## src/rtl/mem_wb_skid.sv

```systemverilog
// MEM/WB pipeline register with a two-entry skid buffer.
// The head (main) entry drives the write-back outputs. The skid entry catches
// one extra item while downstream stalls, so the upstream stage sees a
// registered ready signal without losing data.
module mem_wb_skid #(
  parameter int DATA_W            = 32,
  parameter int RADDR_W           = 5,
  parameter int ZERO_REG_SUPPRESS = 1
) (
  input  logic               clk,
  input  logic               reset,
  input  logic               in_valid,
  output logic               in_ready,
  input  logic               flush,
  input  logic [1:0]         WB_in,
  input  logic [DATA_W-1:0]  ReadData_in,
  input  logic [DATA_W-1:0]  ALU_in,
  input  logic [RADDR_W-1:0] instruction_mux_in,
  input  logic               out_ready,
  output logic               out_valid,
  output logic               RegWrite,
  output logic               MemtoReg,
  output logic [DATA_W-1:0]  ReadData_out,
  output logic [DATA_W-1:0]  ALU_out,
  output logic [RADDR_W-1:0] instruction_mux_out,
  output logic [DATA_W-1:0]  WriteData,
  output logic [1:0]         occupancy
);

  // One held pipeline entry: write-back controls, load data, ALU result, destination.
  typedef struct packed {
    logic [1:0]         wb;
    logic [DATA_W-1:0]  rdata;
    logic [DATA_W-1:0]  alu;
    logic [RADDR_W-1:0] dest;
  } entry_t;

  localparam int ENTRY_W = 2 + 2 * DATA_W + RADDR_W;

  typedef enum logic [1:0] {
    ST_EMPTY = 2'd0,
    ST_ONE   = 2'd1,
    ST_TWO   = 2'd2
  } state_t;

  state_t       r_state;
  state_t       w_state_nxt;
  logic         r_in_ready;
  logic         r_out_valid;
  logic [1:0]   r_occupancy;
  entry_t       r_main;
  entry_t       r_skid;
  entry_t       w_in_entry;

  logic         w_acc;
  logic         w_con;
  logic         w_in_ready_nxt;
  logic         w_out_valid_nxt;
  logic [1:0]   w_occupancy_nxt;
  logic         w_main_ld_in;
  logic         w_main_ld_skid;
  logic         w_skid_ld_in;
  logic         w_clear;
  logic         w_dest_ok;

  assign w_in_entry = {WB_in, ReadData_in, ALU_in, instruction_mux_in};

  // Handshake qualifiers are built from the registered status flags only.
  assign w_acc = in_valid & r_in_ready;
  assign w_con = r_out_valid & out_ready;

  // State register; ready/valid/occupancy are registered from the next state.
  always_ff @(posedge clk) begin
    if (reset) begin
      r_state     <= ST_EMPTY;
      r_in_ready  <= 1'b1;
      r_out_valid <= 1'b0;
      r_occupancy <= 2'd0;
    end else begin
      r_state     <= w_state_nxt;
      r_in_ready  <= w_in_ready_nxt;
      r_out_valid <= w_out_valid_nxt;
      r_occupancy <= w_occupancy_nxt;
    end
  end

  // Next-state logic. Flush overrides every handshake outcome.
  always_comb begin
    w_state_nxt = r_state;
    case (r_state)
      ST_EMPTY: begin
        if (w_acc) begin
          w_state_nxt = ST_ONE;
        end else begin
          w_state_nxt = ST_EMPTY;
        end
      end
      ST_ONE: begin
        if (w_acc && !w_con) begin
          w_state_nxt = ST_TWO;
        end else if (!w_acc && w_con) begin
          w_state_nxt = ST_EMPTY;
        end else begin
          w_state_nxt = ST_ONE;
        end
      end
      ST_TWO: begin
        if (w_con) begin
          w_state_nxt = ST_ONE;
        end else begin
          w_state_nxt = ST_TWO;
        end
      end
      default: begin
        w_state_nxt = ST_EMPTY;
      end
    endcase
    if (flush) begin
      w_state_nxt = ST_EMPTY;
    end else begin
      w_state_nxt = w_state_nxt;
    end
  end

  // Output decode: status flags for the next cycle and entry-move enables.
  always_comb begin
    w_in_ready_nxt  = 1'b1;
    w_out_valid_nxt = 1'b0;
    w_occupancy_nxt = 2'd0;
    case (w_state_nxt)
      ST_EMPTY: begin
        w_in_ready_nxt  = 1'b1;
        w_out_valid_nxt = 1'b0;
        w_occupancy_nxt = 2'd0;
      end
      ST_ONE: begin
        w_in_ready_nxt  = 1'b1;
        w_out_valid_nxt = 1'b1;
        w_occupancy_nxt = 2'd1;
      end
      ST_TWO: begin
        w_in_ready_nxt  = 1'b0;
        w_out_valid_nxt = 1'b1;
        w_occupancy_nxt = 2'd2;
      end
      default: begin
        w_in_ready_nxt  = 1'b1;
        w_out_valid_nxt = 1'b0;
        w_occupancy_nxt = 2'd0;
      end
    endcase

    w_main_ld_in   = 1'b0;
    w_main_ld_skid = 1'b0;
    w_skid_ld_in   = 1'b0;
    w_clear        = 1'b0;
    if (flush) begin
      w_clear = 1'b1;
    end else begin
      case (r_state)
        ST_EMPTY: begin
          if (w_acc) begin
            w_main_ld_in = 1'b1;
          end else begin
            w_main_ld_in = 1'b0;
          end
        end
        ST_ONE: begin
          // A simultaneous consume frees main, so the input replaces it directly.
          if (w_acc && w_con) begin
            w_main_ld_in = 1'b1;
          end else if (w_acc) begin
            w_skid_ld_in = 1'b1;
          end else begin
            w_main_ld_in = 1'b0;
          end
        end
        ST_TWO: begin
          if (w_con) begin
            w_main_ld_skid = 1'b1;
          end else begin
            w_main_ld_skid = 1'b0;
          end
        end
        default: begin
          w_clear = 1'b1;
        end
      endcase
    end
  end

  // Entry storage: main is the head, and skid is promoted when the head drains.
  always_ff @(posedge clk) begin
    if (reset) begin
      r_main <= {ENTRY_W{1'b0}};
      r_skid <= {ENTRY_W{1'b0}};
    end else if (w_clear) begin
      r_main <= {ENTRY_W{1'b0}};
      r_skid <= {ENTRY_W{1'b0}};
    end else begin
      if (w_main_ld_in) begin
        r_main <= w_in_entry;
      end else if (w_main_ld_skid) begin
        r_main <= r_skid;
      end else begin
        r_main <= r_main;
      end
      if (w_skid_ld_in) begin
        r_skid <= w_in_entry;
      end else begin
        r_skid <= r_skid;
      end
    end
  end

  // Writes to register 0 are optionally treated as no-ops.
  always_comb begin
    if (ZERO_REG_SUPPRESS != 0) begin
      w_dest_ok = (r_main.dest != {RADDR_W{1'b0}});
    end else begin
      w_dest_ok = 1'b1;
    end
  end

  // Write-back value select, taken straight from the head entry.
  always_comb begin
    if (r_main.wb[0]) begin
      WriteData = r_main.rdata;
    end else begin
      WriteData = r_main.alu;
    end
  end

  assign in_ready            = r_in_ready;
  assign out_valid           = r_out_valid;
  assign occupancy           = r_occupancy;
  assign RegWrite            = r_out_valid & r_main.wb[1] & w_dest_ok;
  assign MemtoReg            = r_main.wb[0];
  assign ReadData_out        = r_main.rdata;
  assign ALU_out             = r_main.alu;
  assign instruction_mux_out = r_main.dest;

endmodule

```

## config.mk

```make
export PLATFORM = sky130hd
export DESIGN_NAME = mem_wb_skid
export DESIGN_NICKNAME = d
export VERILOG_FILES = /design/src/rtl/mem_wb_skid.sv
export SDC_FILE = /design/constraint.sdc
export NUM_CORES = 1
export LEC_CHECK = 0
export ABC_AREA = 1
export CAP_MARGIN = 20
export CORE_MARGIN = 5
export CORE_UTILIZATION = 50
export DETAILED_ROUTE_END_ITERATION = 16
export PLACE_DENSITY = 0.84
export SETUP_SLACK_MARGIN = 0.3
export SLEW_MARGIN = 15
export SYNTH_ARGS = -nofsm -noshare
export SYNTH_HDL_FRONTEND = slang
export SYNTH_SLANG_ARGS = --single-unit
```

## constraint.sdc

```tcl
create_clock -name clk -period 1.65 [get_ports clk]
set_input_delay 0.165 -clock clk [delete_from_list [all_inputs] [get_ports clk]]
set_output_delay 0.165 -clock clk [all_outputs]
set_load 0.05 [all_outputs]
```

# After elaboration in Yosys (flattened, before gate mapping)
# Index checks and enable logic that the tools add are counted.
# totals
latchBits	0
register_bits	148
romBits	0
output_inout_bits	107
memories	0
ram_bits	0
# classes
multipliers	0
n_addsub	0
reduce_logical	11
shift	0
eq_ne	4
muxes	24
bitwise	4
n_div	0
n_lt_le_gt_ge	0
# op_table
op	n
71-bit 2-to-1 mux	2
32-bit 2-to-1 mux	1
1-bit 2-to-1 mux	15
2-bit 2-to-1 mux	3
2-bit one-hot mux with 3 select lines	1
5-bit nonzero test	1
1-bit AND	4
2-bit by 1-bit == test with 1-bit output (second input constant)	2
2-bit == test (second input constant)	2
2-bit one-hot mux with 2 select lines	1
2-bit OR reduction	2
1-bit logical AND	3
3-bit OR reduction	1
1-bit logical NOT	2
2-bit logical NOT	1
1-bit one-hot mux with 2 select lines	1
2-bit nonzero test	1

# Depth between registers and ports, before layout
# Gate-level depths: netlist of run 1.
# logic_depth
depth_word	10
mapped_depth	11

# Worst setup path before layout of run 1
# No wires, ideal clock.
# synth_timing
path_type	flip-flop to output port
from	register r_main, in the netlist MemtoReg
to	output WriteData[23]
setup_slack_ns	-0.530
t_arrival_ns	2.015
stages_incl_launch_ff	4
path_buffers	2
path_cell_list	dfxtp_1 > clkbuf_1 > clkbuf_1 > o21ai_0
# synth_via
elab_chain_cells	1
# synth_lines
item	line_no	rtl
start, declared	51	entry_t r_main;
start signal, assigned	195	r_main <= {ENTRY_W{1'b0}};
start signal, assigned	198	r_main <= {ENTRY_W{1'b0}};
start signal, assigned	202	r_main <= w_in_entry;
32-bit 2-to-1 mux	227	if (r_main.wb[0]) begin
end, declared	26	output logic [DATA_W-1:0] WriteData,
# Every way passes these cells.

# Worst setup path after layout of run 1
# layout_timing
from	register r_in_ready (netlist: in_ready)
to	register r_main, in the netlist ReadData_out[9]
# layout_via
elab_chain_cells	6
word_cells_on_any_way	8
# layout_lines
item	line_no	rtl
start, declared	48	logic r_in_ready;
start signal, assigned	81	r_in_ready <= w_in_ready_nxt;
1-bit AND *	69	assign w_acc = in_valid & r_in_ready;
1-bit logical AND	170	if (w_acc && w_con) begin
1-bit 2-to-1 mux	170	
1-bit one-hot mux with 2 select lines *	160	case (r_state)
1-bit 2-to-1 mux *	157	if (flush) begin
71-bit 2-to-1 mux / 2-bit nonzero test (equally long branches)	-	
end signal, assigned	202	
end signal, assigned	204	r_main <= r_skid;
end signal, assigned	206	r_main <= r_main;
# Every way passes the cells marked *; elsewhere a longest branch is shown, timed or not.
# A chain may end at the register's enable or synchronous reset.

==> summary.md, run 1 <==
| Metric | Value |
|---|---|
| WS Path Type | reg -> reg |
| R2r endpoint | ReadData_out[9]$_SDFFE_PP0P_ |
| Clock skew | between 0.01 and 0.015 ns |
| Power per Cell Area | 766.9 nW/um^2 |
| Die ar. | 17,580 um^2 |
| Detail Route Antenna Nets | 0 |
| Initial DRC count | 1,097 |
| Total power | 10.27 mW |
| GP Congestion | 0.8240 |
| Hold Buf Count CTS | 0 |
| GRT Residual Overflow | 0 |
| Register area share after synthesis | 39.43% |
| Hold Slack | roughly 0.3 ns |
| IO Pins | 183 |
| Highest-count cells in the layout ignoring fill and taps | nand2_1, inv_1, dfxtp_1 |
| RSZ-0062 raised after global routing | true |
| ANT cells | 0 |
| Cell Area, Synth | 7513 um^2 |
| Initial antenna violation count | 0 |
| Nets | 1,441 |
| Worst Path Required | 2.00 ns |
| Uppermost layer routed | met4 |
| DR WL met2 | 17,930 um |
| Pre-antenna DRT Iters | 9 |
| Max Fclk | 568.5 MHz |
| Die Width | 132.6 um |
| DR WL/cell | 24.27 um |
| WP data arrival | 2.11 ns |
| Maximum vdd drop | 0.0008098 V |
| Port buffer count | between 150 and 200 |
| DR WL met3 | between 4000 and 5000 um |
| Pin count of the biggest net entering global routing | 59 |
| Vias in the first global route | 8,153 |
| Mean cell area of the mapped netlist | 6.394 um^2 |
| Slew headroom | 74.70% |
| Placed insts | 1,438 |
| Final setup margin | -0.1089 ns |
| Clk sinks | 148 |
| Vias per cell | 6.017 |
| Failing checks | negative setup slack |
| Clock buffer count from CTS | 17 |
| Tightest Pin Transition | around 0.38 ns |
| Synth cell types | 19 |
| Clock Pin Slew Worst Setup and Hold Paths | 0.06 ns |
| Root Driver | clkbuf_16 |
| Site Rows | 44 |
| Detailed-route via count | 9,369 |
| Tcrit/Tclk final | 106.6% |
| Synth Warn # | 0 |
| Worst min-delay path endpoint | r_skid[14]$_SDFFE_PP0P_ |
| DP HPWL | around 13,000 um |
| Worst hold start | ALU_in[9] |
| Setup violators final | 51 |
| Outcome | complete, but fails checks |
| Layout cell share with drive strength beyond 1 | 38.24% |
| Setup TNS Final | -1.503 ns |
| Critical Path Start Type | register |
| Initial Util | 51.31% |
| FF-to-FF setup slack | -0.11 ns |
| CP max FO | 6 |
| DIE HEIGHT | 132.6 um |
| Syn Nets | 1,256 |
| Htree depth | 4 |
| Clock Path Buffers | 2 |
| Min cycle time layout | 1.759 ns |
| Routed wire length | 37,780 um |
| Leak | 6.309 nW |
| Hold depth | 3 |
| RR Startpoint | in_ready$_SDFF_PP1_ |
| Worst r2r path cells | 11 |
| Most common cell after layout, fill and taps aside | nand2_1 |
| Syn-to-layout area delta | 78.27% |
| Synth Register Bits | approximately 150 |
| Core ar. | 14,640 um^2 |
| Fin. max-slew vios | 0 |
| Drt drc | 0 |
| Worst hold path class | in -> reg |
| Max cap viols | 0 |
| Dpl cell area | 9699 um^2 |
| Final hold violations | 0 |
| Post-Synthesis Cells | 1,175 |
| Overall routing resource usage | 30.75% |
| Post-route cell area | ~13,000 um^2 |
| CTS tree | built |
| Fin cells | 1,557 |
| Worst-Skew Late Latency | between 0.4 and 0.5 ns |
| Metal-1 WL | around 12,000 um |
| Global-route wire length before repair | 43,300 um |
| CP Capture Type | register |
## where the power goes
group          switching (mW)  internal (mW)
sequential             0.0848           3.65
combinational            1.40           1.04
clock                    1.62           2.48
total                    3.10           7.17
## cell usage after synthesis
| cell type | number | share of area (%) |
|---|---|---|
| nor2_1 | 77 | 3.8 |
| buf_1 | 1 | 0.050 |
| nor2_4 | 1 | 0.15 |
| nand2_1 | 327 | 16 |
| inv_1 | 225 | 11 |
| dfxtp_1 | 148 | 39 |
| nand3_1 | 4 | 0.27 |
| a21oi_1 | 143 | 9.5 |
| nor3_1 | 1 | 0.067 |
| o211ai_1 | 1 | 0.10 |
| clkbuf_1 | 26 | 1.3 |
| buf_2 | 37 | 2.5 |
| buf_6 | 1 | 0.15 |
| nand2_2 | 3 | 0.25 |
| buf_4 | 70 | 7.0 |
| o21ai_0 | 103 | 6.9 |
| ha_1 | 5 | 0.83 |
| inv_2 | 1 | 0.050 |
| nand4_1 | 1 | 0.083 |
## logic make-up (layout without fill, tap and decap cells)
family,count (synthesis),in the layout,share of synthesized area [%]
flops,148,148,39.43
compound gates,247,247,16.49
buf+inv,361,558,22.25
fa+ha+maj,5,5,0.8326
simple gates,414,415,21.00
## layer usage
metal	track usage [%]	vias to the layer above
li1	-	3856
met1	35.18	4357
met3	9.150	305
met4	13.28	0
met2	53.29	851
met5	0	-
## stage by stage
step                utilization, %  worst slack [ns]
finish                       91.46           -0.1089
floorplan                        -            0.1659
global placement             66.23           -0.1877
detailed placement           66.23           -0.2336
CTS                          81.91           0.04745
global route                 91.46           -0.1386
## sequential cells by signal, summed over array words and instances, names as in the netlist
signal,flops
MemtoReg,1
r_state,2
occupancy,2
ReadData_out,32
r_skid,71
out_valid,1
in_ready,1
r_main,1
instruction_mux_out,5
ALU_out,32
## final cells by class
class | instances | area [um^2]
Clock buffer | 25 | 516.7
Clock inverter | 7 | 91.34
Fill cell | 539 | 1250
Inverter | 226 | 857.1
Multi-Input combinational cell | 667 | 4412
Sequential cell | 148 | 2984
Tap cell | 184 | 230.2
Timing Repair Buffer | 300 | 4303
## worst max path at each step
stage	from	to	slack (ns)	cells past startpoint
after floorplan	out_valid$_SDFF_PP0_	ALU_out[11]$_SDFFE_PP0P_	0.17	10
after global placement	in_valid	ReadData_out[13]$_SDFFE_PP0P_	-0.19	11
after detailed placement	in_valid	ALU_out[12]$_SDFFE_PP0P_	-0.23	10
after CTS	MemtoReg$_SDFFE_PP0P_	WriteData[15]	0.05	4
after global routing	in_ready$_SDFF_PP1_	ReadData_out[28]$_SDFFE_PP0P_	-0.14	11
final	in_ready$_SDFF_PP1_	ReadData_out[9]$_SDFFE_PP0P_	-0.11	11
## critical path: stages (launching register included)
cell,delay (ns)
dfxtp_4,0.36
nand2_4,0.05
inv_6,0.08
ha_4,0.14
nand3_4,0.11
nand3_4,0.17
nand2_8,0.11
buf_12,0.18
buf_16,0.14
nand2_2,0.08
nand2_1,0.08
nor2_1,0.16
## timing repair
item | in CTS | in global routing
pin swaps | 41 | 78
buffers inserted | 29 | 12
cloned | 31 | 15
gates resized for setup | 236 | 258
setup endpoints to repair | 200 | 184
No activity file was read; power rests on OpenSTA's default activity.
==> run 2: changes to the inputs <==
--- a/config.mk
+++ b/config.mk
@@ -7,7 +7,6 @@
 export LEC_CHECK = 0
 export ABC_AREA = 1
 export CAP_MARGIN = 20
-export CORE_MARGIN = 5
 export CORE_UTILIZATION = 50
 export DETAILED_ROUTE_END_ITERATION = 16
 export PLACE_DENSITY = 0.84
==> run 2 against run 1 <==
Effect of this change:
- the flow still finishes with violations (negative setup slack)
- core utilization up 5.6 points
- wire length grew 25%
- via count up 12%
- combinational power increased by 18%
- cell count rose by 1.2%
- total power increased by 1.0%
- flip-flop and latch count did not move
- register-to-register slack got worse by 0.21 ns
- sequential power about the same
- clock skew increased by 0.0052 ns
- design area grew 5.7%
==> summary.md, run 2 (synthesis gave the netlist of run 1 again) <==
| Metric | Value |
|---|---|
| Max Fclk | 505.9 MHz |
| Hold Slack | 0.2909 ns |
| CTS tree | built |
| DP HPWL | between 10,000 and 15,000 um |
| Worst hold start | ReadData_in[11] |
| Final setup margin | -0.3267 ns |
| Global-route wire length before repair | around 46,000 um |
| Clock skew | 0.01717 ns |
| Vias per cell | ~6.7 |
| Fin. max-slew vios | 0 |
| Clk sinks | 148 |
| Port buffer count | 182 |
| CP Capture Type | register |
| Min cycle time layout | 1.977 ns |
| Post-route cell area | 14,160 um^2 |
| Power per Cell Area | 732.9 nW/um^2 |
| Hold depth | 3 |
| Core ar. | 14,590 um^2 |
| Outcome | complete, but fails checks |
| Nets | 1,457 |
| Overall routing resource usage | between 30 and 40% |
| WP data arrival | 2.35 ns |
| Worst r2r path cells | 9 |
| Pre-antenna DRT Iters | 7 |
| Die ar. | about 16,000 um^2 |
| Detailed-route via count | 10,540 |
| Highest-count cells in the layout ignoring fill and taps | inv_1, nand2_1, dfxtp_1 |
| GRT Residual Overflow | 0 |
| Failing checks | negative setup slack |
| Syn-to-layout area delta | 88.41% |
| Worst-Skew Late Latency | 0.46 ns |
| FF-to-FF setup slack | -0.32 ns |
| Most common cell after layout, fill and taps aside | inv_1 |
| Max reg flops | 71 |
| DR WL/cell | around 30 um |
| Setup violators final | 142 |
| Htree depth | 4 |
| RSZ-0062 raised after global routing | true |
| Initial DRC count | 1,734 |
| Tcrit/Tclk final | 119.8% |
| Worst Path Required | around 2.0 ns |
| Clock buffer count from CTS | 17 |
| Top reg by flops | r_skid |
| Slowest stage delay, CP | 0.46 ns |
| WS Path Type | in -> reg |
| Critical Path Start Type | input pin |
| IO Pins | 183 |
| Top delay family on crit path | buffers and inverters |
| Slew headroom | 50.12% |
| Tightest Pin Transition | 0.7404 ns |
| Worst hold path class | in -> reg |
| Detail Route Antenna Nets | 0 |
| Site Rows | 44 |
| Clock Pin Slew Worst Setup and Hold Paths | 0.06 ns |
| Dpl cell area | 9686 um^2 |
| CP max FO | 52 |
| Leak | 6.693 nW |
| Max cap viols | 0 |
| Worst-path cell chain | clkdlybuf4s50_1 > inv_2 > nand3_1 > inv_4 > buf_12 > o21ai_0 > a21oi_1 |
| Pin count of the biggest net entering global routing | 53 |
| Initial antenna violation count | 0 |
| Worst min-delay path endpoint | r_skid[48]$_SDFFE_PP0P_ |
| CP bufs+invs | 4 |
| Layout cell share with drive strength beyond 1 | 45.79% |
| DIE HEIGHT | 124.6 um |
| Clock Path Buffers | 2 |
| Initial Util | 51.50% |
| Maximum vdd drop | 0.0007136 V |
| Routed wire length | 47,190 um |
| Total power | 10.38 mW |
| R2r endpoint | r_skid[2]$_SDFFE_PP0P_ |
| Die Width | roughly 120 um |
| Final hold violations | 0 |
| RR Startpoint | out_valid$_SDFF_PP0_ |
| Crit. path cell count | 7 |
| Root Driver | clkbuf_16 |
| Drt drc | 0 |
| Vias in the first global route | 8,555 |
| GP Congestion | 0.8269 |
| Critical path's slowest cell | clkdlybuf4s50_1 |
run 2: power breakdown:
group | internal, mW | switching, mW | total (mW)
clock network | 1.95 | 1.81 | 3.76
registers | 3.65 | 0.0960 | 3.74
logic | 1.20 | 1.67 | 2.88
total | 6.80 | 3.57 | 10.4
run 2: stage by stage:
stage / util [%] / cells / worst slack, ns / setup TNS [ns]
6_report: 97.03 / 1575 / -0.3267 / -7.872
5_1_grt: 97.00 / 1573 / -0.3724 / -11.48
2_1_floorplan: - / 1175 / 0.1659 / 0
3_3_place_gp: 66.39 / 1434 / -0.1390 / -15.74
4_1_cts: 84.07 / 1541 / 0.05141 / 0
3_5_place_dp: 66.39 / 1434 / -0.1801 / -19.47
run 2: layout make-up:
type                       instances  area (um^2)
antenna                            2        5.005
clock buffer                      19        442.9
clock inverter                    13        85.08
fill                             250        432.9
inverter                         226        858.3
multi-input combinational        668         4892
sequential                       148         2982
tap                              184        230.2
timing repair buffer             315         4661
run 2: layer usage:
layer | track usage (%) | vias up | wire, um
li1 | - | 3899 | -
met1 | 42.05 | 4753 | 13930
met2 | 65.03 | 1284 | 19880
met3 | 9.837 | 600 | 7247
met4 | 21.55 | 4 | 5995
met5 | 0 | - | 141
run 2: what timing repair did:
item / CTS / global route
gates resized for setup: 288 / 386
hold buffers: 0 / 0
endpoints found under the setup margin: 211 / 197
buffers inserted: 37 / 8
pin swaps: 56 / 120
gates cloned: 38 / 24
run 2: worst max path at each step:
stage	start	end	slack [ns]
after floorplan	out_valid$_SDFF_PP0_	ALU_out[11]$_SDFFE_PP0P_	0.17
after global placement	in_valid	ReadData_out[4]$_SDFFE_PP0P_	-0.14
after detailed placement	in_valid	r_skid[50]$_SDFFE_PP0P_	-0.18
after CTS	MemtoReg$_SDFFE_PP0P_	WriteData[7]	0.05
after global routing	flush	r_skid[40]$_SDFFE_PP0P_	-0.37
final	flush	r_skid[2]$_SDFFE_PP0P_	-0.33
run 2: worst reg2reg max path: cells and delay by family (launching register included):
kind                       cells  cell delay [ns]
and+or+nand+nor                3             0.19
adders and majority gates      1             0.16
AOI/OAI and AO/OA              2             0.69
buffers and inverters          3             0.43
DFF                            1             0.35
